`config.mk`:
```
export PLATFORM = sky130hd
export DESIGN_NAME = req_encoder_8to3
export DESIGN_NICKNAME = d
export VERILOG_FILES = /design/src/rtl/req_encoder_8to3.sv
export SDC_FILE = /design/constraint.sdc
export NUM_CORES = 1
export LEC_CHECK = 0
export CORE_MARGIN = 2
export CORE_UTILIZATION = 30
export CTS_CLUSTER_DIAMETER = 60
export CTS_CLUSTER_SIZE = 20
export DETAILED_ROUTE_END_ITERATION = 8
export SLEW_MARGIN = 20
export SYNTH_ARGS = -nofsm -noshare
export SYNTH_HDL_FRONTEND = slang
export SYNTH_SLANG_ARGS = --single-unit
```
`constraint.sdc`:
```
create_clock -name clk -period 1.61 [get_ports clk]
set_input_delay 0.2415 -clock clk [delete_from_list [all_inputs] [get_ports clk]]
set_output_delay 0.2415 -clock clk [all_outputs]
set_load 0.05 [all_outputs]
```
`src/rtl/req_encoder_8to3.sv`:
```
// Sequential 8-to-3 request encoder: latches request lines into a pending register and
// emits one pending index per valid/ready handshake, using fixed or rotating priority.
module req_encoder_8to3 #(
    parameter bit ROUND_ROBIN = 1'b0
) (
    input  logic       clk,
    input  logic       rst_n,
    input  logic       enable,
    input  logic [7:0] in,
    output logic [2:0] out,
    output logic       out_valid,
    input  logic       out_ready,
    output logic [7:0] pending,
    output logic       dropped
);

    typedef enum logic {
        IDLE = 1'b0,
        HOLD = 1'b1
    } state_t;

    state_t     state_r, state_next_s;
    logic [7:0] pending_r, pending_next_s;
    logic [2:0] out_r, out_next_s;
    logic       out_valid_r, out_valid_next_s;
    logic       dropped_r, dropped_next_s;
    logic [2:0] ptr_r, ptr_next_s;
    logic [2:0] sel_idx_s;
    logic       sel_any_s;
    logic       take_s;
    logic [7:0] take_mask_s;

    // Highest set index wins; later loop iterations override earlier ones.
    function automatic logic [2:0] pick_fixed(input logic [7:0] p);
        logic [2:0] idx;
        idx = 3'd0;
        for (int i = 0; i < 8; i++) begin
            if (p[i]) begin
                idx = 3'(i);
            end else begin
                idx = idx;
            end
        end
        return idx;
    endfunction

    // Search downward from ptr with wrap; offset 0 (ptr itself) is evaluated last so it wins.
    function automatic logic [2:0] pick_rr(input logic [7:0] p, input logic [2:0] ptr);
        logic [2:0] idx;
        logic [2:0] j;
        idx = 3'd0;
        for (int i = 7; i >= 0; i--) begin
            j = ptr - 3'(i);
            if (p[j]) begin
                idx = j;
            end else begin
                idx = idx;
            end
        end
        return idx;
    endfunction

    // Index selection from the registered pending set only.
    always_comb begin
        sel_any_s = |pending_r;
        if (ROUND_ROBIN) begin
            sel_idx_s = pick_rr(pending_r, ptr_r);
        end else begin
            sel_idx_s = pick_fixed(pending_r);
        end
    end

    // Handshake state machine and next values of every registered output.
    always_comb begin
        state_next_s = state_r;
        take_s       = 1'b0;
        case (state_r)
            IDLE: begin
                if (sel_any_s) begin
                    take_s       = 1'b1;
                    state_next_s = HOLD;
                end else begin
                    state_next_s = IDLE;
                end
            end
            HOLD: begin
                if (out_ready) begin
                    if (sel_any_s) begin
                        take_s       = 1'b1;
                        state_next_s = HOLD;
                    end else begin
                        state_next_s = IDLE;
                    end
                end else begin
                    state_next_s = HOLD;
                end
            end
            default: begin
                state_next_s = IDLE;
            end
        endcase

        take_mask_s      = take_s ? (8'h01 << sel_idx_s) : 8'h00;
        // A fresh set overrides a take of the same bit, so a re-request stays pending.
        pending_next_s   = (pending_r & ~take_mask_s) | (enable ? in : 8'h00);
        dropped_next_s   = enable & (|(in & pending_r & ~take_mask_s));
        out_next_s       = take_s ? sel_idx_s : out_r;
        ptr_next_s       = take_s ? (sel_idx_s - 3'd1) : ptr_r;
        out_valid_next_s = (state_next_s == HOLD);
    end

    // State and output registers with asynchronous clear.
    always_ff @(posedge clk or negedge rst_n) begin
        if (!rst_n) begin
            state_r     <= IDLE;
            pending_r   <= 8'h00;
            out_r       <= 3'd0;
            out_valid_r <= 1'b0;
            dropped_r   <= 1'b0;
            ptr_r       <= 3'd7;
        end else begin
            state_r     <= state_next_s;
            pending_r   <= pending_next_s;
            out_r       <= out_next_s;
            out_valid_r <= out_valid_next_s;
            dropped_r   <= dropped_next_s;
            ptr_r       <= ptr_next_s;
        end
    end

    assign out       = out_r;
    assign out_valid = out_valid_r;
    assign pending   = pending_r;
    assign dropped   = dropped_r;

endmodule
```
==> results.sh <==
export IMPL_die_width_um=51.41
export IMPL_pwr_share_comb_pct=36.1
export IMPL_synth_top_area_cell="dfrtp_1"
export IMPL_critPathMaxFanout=6
export IMPL_drt_total_wl_um=1754
export IMPL_grt_busiest_layer="met2"
export IMPL_cpMostUsedCell="or2_1"
export IMPL_sw_frac_of_total_pct=35.38
export IMPL_synthCells=70
export IMPL_path_buf_inv=0
export IMPL_finalSetupViolations=1
export IMPL_async_flop_share_pct=100.0
export IMPL_synth_most_common_cell="dfrtp_1"
export IMPL_grt_pass1_wl_um=2987
export IMPL_worst_hold_path_type="input port to async pin"
export IMPL_ir_drop_mv=0.4591
export IMPL_slew_violations=0
export IMPL_viasPerCell=4.863
export IMPL_power_density_nw_per_um2=815.7
export IMPL_ant_nets=0
export IMPL_finalCritPeriodShare_pct=108.5
export IMPL_met3_usage_pct=3.216
export IMPL_slowest_stage="or4_4"
export IMPL_tightest_slew_ps=389.2
export IMPL_power_total_w=0.0009094
export IMPL_synth_top_area_share_pct=48.24
export IMPL_holdBufCountCts=0
export IMPL_power_switching_w=0.0003217
export IMPL_die_h_um=51.41
export IMPL_fin_skew_ps=6.187
export IMPL_power_internal_w=0.0005877
export IMPL_worst_slack_ps=-137.5
export IMPL_violations="negative setup slack"
export IMPL_antenna_found_initial=0
export IMPL_use_met2_pct=23.29
export IMPL_required_ps=1760
export IMPL_cts_root_buffer="clkbuf_4"
export IMPL_dieArea_um2=2643
export IMPL_drc=0
export IMPL_dp_hpwl_um=1386
export IMPL_p_leak_nw=0.5103
export IMPL_critPathLaunch="pending[4]$_DFF_PN0_"
export IMPL_wl_per_cell_um=12.62
export IMPL_drt_pass1_iter_count=4
export IMPL_syn_num_nets=82
export IMPL_n_antenna_cell=0
export IMPL_instances_no_fill=139
export IMPL_final_setup_tns_ps=-137.5
export IMPL_grt_util_all_layers_pct=15.63
export IMPL_synth_edf_count=0
export IMPL_start_util_pct=31.08
export IMPL_critPathTopFamily="simple AND/OR/NAND/NOR gates"
export IMPL_slew_headroom_pct=73.83
export IMPL_end_kind="register"
export IMPL_vias=676
export IMPL_crit_type="register to register"
export IMPL_syn_to_final_growth_pct=65.31
export IMPL_finalHoldViolCount=0
export IMPL_coreArea_um2=2170
export IMPL_drtIter0Drc=8
export IMPL_dpl_cell_area_um2=1062
export IMPL_h_tree_depth=1
export IMPL_status="finished with violations"
export IMPL_crit_path_cell_trace="or2_1 -> or4_4 -> o41ai_4 -> or2_1 -> a41oi_2"
export IMPL_max_stage_delay_ps=470
export IMPL_synth_seq_area_share_pct=48.24
export IMPL_fin_nets=124
export IMPL_gp_congestion=0.7526
export IMPL_syn_area_per_cell_um2=9.634
export IMPL_cts_tree="yes"
export IMPL_rsz0062_at_grt="true"
export IMPL_yosysWarnings=0
export IMPL_rr_startpoint="pending[4]$_DFF_PN0_"
export IMPL_yosys_top_cells_area="dfrtp_1 (48%), o21ai_0 (5.9%), a22o_1 (3.9%)"
export IMPL_worst_skew_pair_late_latency_ps=280
export IMPL_synth_ff_type="dfrtp_1"
export IMPL_clock_sinks=13
export IMPL_placedCellCount=135
export IMPL_maxCapViolCount=0
export IMPL_grt_max_degree=14
export IMPL_critPathLaunchType="register"
export IMPL_synth_cell_type_count=28
export IMPL_path_clk_slew_ps=80
export IMPL_period_minus_slack_ps=1748
export IMPL_met1_usage_pct=19.27
export IMPL_grt_ovfl_total=0
export IMPL_synthTopCellsByCount="dfrtp_1 (13), o21ai_0 (8), inv_1 (6), nand2_1 (6), a21oi_1 (5)"
export IMPL_cts_buffers=3
export IMPL_clockBufferDepth=2
export IMPL_rows=17
export IMPL_drive_above_1_share_pct=38.74
export IMPL_power_frac_seq_pct=41.1
export IMPL_design_area_um2=1115
export IMPL_synth_seq_cells=13
export IMPL_fmax_mhz=572.2
export IMPL_p_clk_share_pct=22.8
export IMPL_first_global_vias=667
export IMPL_port_buffers=24
export IMPL_arrival_ps=1890
export IMPL_mappedNetlistArea_um2=674.4
export IMPL_io_pins=25
[cells in the final DEF, fill, tap and decap left out, types with 2 or more instances in the layout]
master and instances:
clkbuf_4 3, clkdlybuf4s50_1 11, inv_1 6, or2_1 2
a21oi_1 5, nand2_1 6, buf_12 3, nor3_1 2
buf_4 26, dfrtp_1 8, o211ai_1 2, o21ai_0 8
dfrtp_2 5, a22o_1 3, nor2_1 4
[layout make-up]
type | count | area, µm²
Fill cell | 207 | 1055
Timing Repair Buffer | 40 | 365.4
Tap cell | 28 | 35.03
Clock buffer | 4 | 26.28
Inverter | 6 | 22.52
Sequential cell | 13 | 331.6
Multi-Input combinational cell | 48 | 334.1
[state kept, by name, summed over array words and instances, names as in the netlist]
name / flops
dropped: 1
out: 3
out_valid: 1
pending: 8
[worst reg2reg max path: cells and delay by family (launching register included)]
kind,cells,cell delay [ps]
AND/OR/NAND/NOR,3,880
flip-flops,1,410
AO/OA/AOI/OAI,2,320
[what timing repair did]
item,4_1_cts,5_1_grt
cloned,0,0
gates resized for setup,0,3
pin swaps,0,1
setup endpoints to repair,1,2
buffers inserted,0,0
hold endpoints to repair,0,0
[power by group through the flow]
stage | Combinational (W) | Sequential, W | Clock (W)
2_1_floorplan | 0.0000865 | 0.000476 | 0
3_3_place_gp | 0.000322 | 0.000379 | 0
3_5_place_dp | 0.000325 | 0.000380 | 0
4_1_cts | 0.000326 | 0.000373 | 0.000210
5_1_grt | 0.000351 | 0.000379 | 0.000234
6_report | 0.000328 | 0.000374 | 0.000208
[metal layers]
metal,vias up,share of wire [%]
met5,-,0
met4,0,2.9
met3,4,3.7
met2,20,49
met1,312,45
li1,340,-
[stage by stage]
step,setup WS [ps],util (%),hold WS [ps]
after floorplan,-217.6,-,-54.09
final,-137.5,51.38,259.4
after global placement,-330.6,48.96,486.4
after detailed placement,-371.3,48.96,517.0
after CTS,-130.0,50.17,272.5
after global routing,-210.2,51.38,254.8
[cell families (layout without fill, tap and decap cells)]
logic type / count (synthesis) / after routing / share of synthesized area [%]
and+or+nand+nor: 21 / 21 / 17.25
buffers and inverters: 9 / 50 / 6.123
DFF: 13 / 13 / 48.24
AOI/OAI and AO/OA: 27 / 27 / 28.39
[path summary, 6_finish.rpt]
path | endpoint | slack [ps] | depth (start not counted)
min in group clk | pending[0]$_DFF_PN0_ | 520 | 3
worst min register to register | out[1]$_DFFE_PN0P_ | 520 | 2
worst max register to register | dropped$_DFF_PN0_ | -140 | 5
worst max-delay path | dropped$_DFF_PN0_ | -140 | 5
worst min-delay path | out[2]$_DFFE_PN0P_ | 260 | 2
max in group asynchronous | out_valid$_DFF_PN0_ | 1170 | 2
No activity file was read; power rests on OpenSTA's default activity.
